$ cat src/rtl/instr_loader.sv
// Byte-stream instruction loader: pairs of bytes (low, high) are assembled into
// 9-bit instruction words and written sequentially into instruction memory.
module instr_loader #(
  parameter int ADDR_W = 8,
  parameter int DEPTH  = 256
) (
  input  logic              clk,
  input  logic              reset,
  input  logic              start,
  input  logic              in_valid,
  input  logic [7:0]        in_data,
  input  logic              in_last,
  output logic              in_ready,
  output logic              wr_en,
  output logic [ADDR_W-1:0] wr_addr,
  output logic [8:0]        wr_data,
  output logic [ADDR_W:0]   count,
  output logic              busy,
  output logic              done,
  output logic              error
);

  typedef enum logic [2:0] {
    S_IDLE  = 3'd0,
    S_LOW   = 3'd1,
    S_HIGH  = 3'd2,
    S_WRITE = 3'd3,
    S_DONE  = 3'd4,
    S_ERR   = 3'd5
  } state_t;

  localparam logic [ADDR_W:0]   DEPTH_C  = (ADDR_W+1)'(DEPTH);
  localparam logic [ADDR_W-1:0] ADDR_MAX = ADDR_W'(DEPTH - 1);

  state_t              state_q, state_d;
  logic [ADDR_W-1:0]   addr_q,  addr_d;
  logic [8:0]          data_q,  data_d;
  logic [ADDR_W:0]     count_q, count_d;
  logic                last_q,  last_d;
  logic                accept;

  function automatic logic [ADDR_W-1:0] addr_inc(input logic [ADDR_W-1:0] a);
    return (a == ADDR_MAX) ? '0 : a + ADDR_W'(1);
  endfunction

  function automatic logic [ADDR_W:0] count_inc(input logic [ADDR_W:0] c);
    return c + (ADDR_W+1)'(1);
  endfunction

  assign accept = in_valid & in_ready;

  always_ff @(posedge clk) begin
    if (reset) begin
      state_q <= S_IDLE;
      addr_q  <= '0;
      data_q  <= '0;
      count_q <= '0;
      last_q  <= 1'b0;
    end else begin
      state_q <= state_d;
      addr_q  <= addr_d;
      data_q  <= data_d;
      count_q <= count_d;
      last_q  <= last_d;
    end
  end

  always_comb begin
    state_d = state_q;
    addr_d  = addr_q;
    data_d  = data_q;
    count_d = count_q;
    last_d  = last_q;
    case (state_q)
      S_IDLE, S_DONE, S_ERR: begin
        if (start) begin
          state_d = S_LOW;
          addr_d  = '0;
          count_d = '0;
          last_d  = 1'b0;
        end
      end
      S_LOW: begin
        // An odd-length program ends on a low byte; nothing is captured.
        if (accept) begin
          if (in_last) begin
            state_d = S_ERR;
          end else begin
            data_d[7:0] = in_data;
            state_d     = S_HIGH;
          end
        end
      end
      S_HIGH: begin
        if (accept) begin
          if (|in_data[7:1]) begin
            state_d = S_ERR;
          end else begin
            data_d[8] = in_data[0];
            last_d    = in_last;
            state_d   = S_WRITE;
          end
        end
      end
      S_WRITE: begin
        count_d = count_inc(count_q);
        addr_d  = addr_inc(addr_q);
        // A final word that exactly fills memory is legal, so last wins.
        if (last_q) begin
          state_d = S_DONE;
        end else if (count_d == DEPTH_C) begin
          state_d = S_ERR;
        end else begin
          state_d = S_LOW;
        end
      end
      default: state_d = S_IDLE;
    endcase
  end

  always_comb begin
    in_ready = 1'b0;
    wr_en    = 1'b0;
    busy     = 1'b0;
    done     = 1'b0;
    error    = 1'b0;
    case (state_q)
      S_LOW:   begin in_ready = 1'b1; busy = 1'b1; end
      S_HIGH:  begin in_ready = 1'b1; busy = 1'b1; end
      S_WRITE: begin wr_en    = 1'b1; busy = 1'b1; end
      S_DONE:  done  = 1'b1;
      S_ERR:   error = 1'b1;
      default: ;
    endcase
  end

  assign wr_addr = addr_q;
  assign wr_data = data_q;
  assign count   = count_q;

endmodule

$ cat config.mk
export PLATFORM = sky130hd
export DESIGN_NAME = instr_loader
export DESIGN_NICKNAME = d
export VERILOG_FILES = /design/src/rtl/instr_loader.sv
export SDC_FILE = /design/constraint.sdc
export NUM_CORES = 1
export LEC_CHECK = 0
export ABC_AREA = 1
export BUFFER_PORTS_ARGS = -buffer_cell sky130_fd_sc_hd__buf_2
export CORE_AREA = 2 2 66 68
export DETAILED_ROUTE_END_ITERATION = 12
export DIE_AREA = 0 0 68 70
export GPL_TIMING_DRIVEN = 0
export PLACE_DENSITY = 0.66
export SLEW_MARGIN = 0
export SYNTH_ARGS = -nofsm -noshare
export SYNTH_HDL_FRONTEND = slang
export SYNTH_SLANG_ARGS = --single-unit
export TNS_END_PERCENT = 100
$ cat constraint.sdc
create_clock -name clk -period 2.8 [get_ports clk]
set_input_delay 0.56 -clock clk [delete_from_list [all_inputs] [get_ports clk]]
set_output_delay 0.56 -clock clk [all_outputs]
set_load 0.05 [all_outputs]
# Word level (Yosys, flattened, before mapping)
# Index checks and enable logic that the tools add are counted.
[totals] in_bits=13 elab_cells=56 out_inout_bits=31 register_bits=30
[classes] bitwise=3 add_sub_neg=2 reduce_logical=12 n_eq_ne=11 n_mux=22
[ops] op="$mux W3" count=7
[ops] op="$pmux W9 S2" count=1
[ops] op="$mux W8" count=2
[ops] op="$pmux W8 S2" count=1
[ops] op="$pmux W3 S4" count=1
[ops] op="$add A9 B1 Y9 const B" count=1
[ops] op="$eq A9 B9 Y1 const B" count=1
[ops] op="$mux W9" count=1
[ops] op="$reduce_and A3 Y1" count=3
[ops] op="$add A8 B1 Y8 const B" count=1
[ops] op="$eq A8 B8 Y1 const B" count=1
[ops] op="$mux W1" count=8
[ops] op="$ne A2 B2 Y1 const B" count=4
[ops] op="$reduce_or A7 Y1" count=1
[ops] op="$eq A3 B2 Y1 const B" count=2
[ops] op="$eq A3 B3 Y1 const B" count=2
[ops] op="$reduce_or A3 Y1" count=2
[ops] op="$reduce_and A4 Y1" count=1
[ops] op="$reduce_bool A2 Y1" count=2
[ops] op="$eq A3 B1 Y1 const B" count=1
[ops] op="$logic_not A3 Y1" count=1
[ops] op="$not A1 Y1" count=2
[ops] op="$pmux W1 S2" count=1
[ops] op="$reduce_and A2 Y1" count=1
[ops] op="other kinds (2)" count=2

# Depth between registers and ports, before layout
[logic_depth] ltp_word=6 ltp_mapped=13

# Worst setup path before layout
# No wires, ideal clock.
[synth_timing] kind="reg-to-reg" startpoint="register addr_q[0] (netlist: wr_addr[0])" endpoint="register addr_q[0] (netlist: wr_addr[0])" path_stages_with_launch=9 setup_time_ns=0.147 arrival_ns=1.750 path_slack_ns=0.903 path_buffers=0 cell_sequence="dfxtp_1 > ha_1 > nand3_1 > nor2_1 > nand2_1 > o21ai_1 > o21ai_4 > o21ai_1 > a21oi_1"
[synth_via] elab_chain_cells=3
[synth_rtl] element="start, declared" line="36" text="logic [ADDR_W-1:0] addr_q, addr_d;"
[synth_rtl] element="start signal, assigned" line="61" text="addr_q <= addr_d;"
[synth_rtl] element="$add A8 B1 Y8 / $eq A8 B8 Y1 (equally long branches)" line="43" text="return (a == ADDR_MAX) ? '0 : a + ADDR_W'(1);"
[synth_rtl] element="$mux W8 *" line="43"
[synth_rtl] element="$pmux W8 S2 *" line="74" text="case (state_q)"
# Mark *: on every way between the ends. The rest lies on a longest branch, timed or not.
# A chain may end at the register's enable or synchronous reset.

# Final worst setup path
[layout_timing] startpoint="register state_q[1]" endpoint="output port wr_en"
[layout_via] elab_chain_cells=2
[layout_rtl] element="start, declared" line="35" text="state_t state_q, state_d;"
[layout_rtl] element="start signal, assigned" line="60" text="state_q <= state_d;"
[layout_rtl] element="$eq A3 B2 Y1" line="127" text="case (state_q)"
[layout_rtl] element="$mux W1" line="127"
[layout_rtl] element="end, declared" line="14" text="output logic wr_en,"
# No other way between the ends.

==> summary.txt <==
STA
  – Slew margin rel.: 0.648
  – Tightest Pin Transition: 0.528 ns
  – Setup ws final: 0.633 ns
  – Slew Viols, Final: 0
  – F_max: 0.462 GHz
  – Setup violators final: 0
  – RSZ-0062 raised after global routing: false
  – Tcrit/Tclk final: 0.774
  – Final Skew: 0.00684 ns
  – Crit path time final: 2.17 ns
  – Setup TNS: 0 ns
  – Final hold vios: 0

Global route
  – GRT Total Usage: 0.169
  – Vias in the first global route: 1413
  – First-pass GRT wire length: 6.23 mm
  – Initial antenna violation count: 0
  – Global route total overflow: 0
  – Largest net degree at the start of global routing: 11

Critical path
  – Reg2Reg Depth: 11
  – Crit path launch type: register
  – Reg2Reg Capture Point: state_q[2]
  – FF-to-FF Start: count[0]
  – Setup crit start: state_q[1]
  – CP endpoint kind: primary output
  – CP arrival: 1.61 ns
  – CP required: 2.24 ns
  – Crit-path max FO: 10
  – Flop-to-flop setup slack: 1.06 ns
  – Critical path type: reg -> out
  – Worst setup path endpoint: wr_en

Route
  – WL/cell: 10.7 um
  – Pre-Repair DR Iteration Count: 4
  – Residual antenna-violating net count after detailed routing: 0
  – First DRT Iteration DRCs: 57
  – Vias/cell: 4.63
  – DRC: 0
  – Vias: 1585
  – DRT Wirelength: 3.67 mm

Floorplan
  – Ports: 44
  – Core Area: 4140 um^2
  – Die H: 70 um
  – Die X: 68 um
  – Num rows: 24
  – Initial Util: 0.380
  – Total die area: 4760 um^2

Logic synthesis
  – FF+latch count, synth: 30
  – FFs w/ async S/R, synth: 0
  – Post-Syn Nets: 256
  – Post-Syn Area: 1580 um^2
  – Main synth FF type: dfxtp_1
  – Syn. warnings: 0
  – Post-Syn Instances: 240
  – Synth unique cells: 26
  – Avg Cell Area, Syn: 6.56 um^2
  – Post-synth EDFFs: 0
  – Sequential share of the synthesized area: 0.381

Clock network
  – CTS tree: done
  – CTS clock-pin slew for the worst setup and hold paths: 0.07 ns
  – Cts hold-fix bufs: 0
  – Worst-skew pair later-pin latency: 0.28 ns
  – CTS Buf Count: 5
  – CTS Buffer Depth: 2
  – Maximum level of the CTS H-tree: 2
  – CTS resizes: 0
  – Total setup buffers inserted after CTS: 0
  – Root Buffer: clkbuf_8
  – Clock sinks: 30

Cells and area
  – P&R area growth vs syn: 23.3%
  – Ratio of cells with drive above 1 in the final layout: 0.231
  – Final nets: 305
  – N_diodes: 0
  – Final design utilization: 0.469
  – Commonest cells after routing, fill and taps aside: nand2_1 (66), buf_2 (44), a21oi_1 (30), dfxtp_1 (30), inv_1 (26)
  – Most common cell after layout, fill and taps aside: nand2_1

Pwr
  – Tot Pwr: 1.04 mW
  – PD cells: 536 nW/um^2
  – Max VDD drop: 0.000375 V
  – Leak: 0.847 nW

Outcome
  – Status: finished, final reports clean

Flow run
  – Max-cap violation count: 0

Placement
  – Placement Setup Slack: 0.933 ns
  – DPL Wire Length: 2.76 mm
  – Placer Congestion: 0.852
  – IO Port Bufs: 42

Min path
  – Min-Delay Path Class: reg -> reg
## critical path, cell delays in order (launching register included)
cell	delay, ns
dfxtp_1	0.38
inv_2	0.08
nor2_4	0.09
inv_2	0.05
nor2_4	0.16
buf_2	0.26
buf_2	0.30
## routing by layer
| metal | GRT usage | wire, um | vias to the layer above |
|---|---|---|---|
| met5 | 0 | 0 | - |
| met4 | 0.0600 | 67 | 0 |
| met3 | 0.0451 | 125 | 7 |
| met2 | 0.265 | 1710 | 23 |
| met1 | 0.218 | 1770 | 687 |
| li1 | - | - | 868 |
## stage by stage
stage | hold WS [ns] | area, um^2 | cells
CTS | 0.442 | 1940 | 342
detailed placement | 0.433 | 1850 | 334
global route | 0.469 | 1940 | 342
global placement | 0.430 | 1850 | 334
finish | 0.439 | 1940 | 342
floorplan | 0.469 | 1580 | 240
## flip-flops by register name, summed over array words and instances, names as in the netlist
register and cells:
wr_addr 8, last_q 1, wr_data 9, state_q 3
count 9
## report_power, final
group | switching [mW] | internal, mW | leakage [nW] | total [mW]
clock network | 0.161 | 0.198 | 0.0482 | 0.359
registers | 0.0145 | 0.445 | 0.243 | 0.460
logic | 0.165 | 0.0579 | 0.556 | 0.223
## layout make-up
type	count	area (um^2)
fillers	454	2200
multi-input cells	172	826
flip-flops and latches	30	601
repair buffers	42	210
inverters	32	120
clock buffers	7	86.3
well taps	52	65.1
plain buffers	6	28.8
clock inverters	1	5.00
## worst min-delay path by stage
stage          startpoint         end  slack (ns)  depth (start not counted)
6_report       wr_data[8]  wr_data[8]        0.44                          2
5_1_grt        wr_data[7]  wr_data[7]        0.47                          2
4_1_cts        wr_data[7]  wr_data[7]        0.44                          2
3_5_place_dp   wr_data[7]  wr_data[7]        0.43                          2
3_3_place_gp   wr_data[7]  wr_data[7]        0.43                          2
2_1_floorplan  state_q[0]  state_q[0]        0.47                          2
## cell usage after synthesis (2+ instances only)
library cell  instances  area [um^2]
nor2_2                2         12.5
a21oi_2               2         17.5
nand2_2               2         12.5
nand3b_1              2         15.0
nand3_1              12         60.1
ha_1                  3         37.5
inv_2                 6         22.5
dfxtp_1              30          601
buf_2                 2         10.0
nor2_4                2         22.5
inv_1                26         97.6
o21ai_0              13         65.1
nor3_1                2         10.0
a21oi_1              30          150
o21ai_1               7         35.0
clkbuf_1              3         11.3
nor2_1               22         82.6
nand2_1              66          248
## cells by family after synthesis
logic type / after synthesis / synth area share
compound gates: 55 / 0.189
buf+inv: 38 / 0.0945
flops: 30 / 0.381
simple gates: 113 / 0.306
xor+xnor: 1 / 0.00556
fa+ha+maj: 3 / 0.0238
Power figures use the tool's default switching activity.
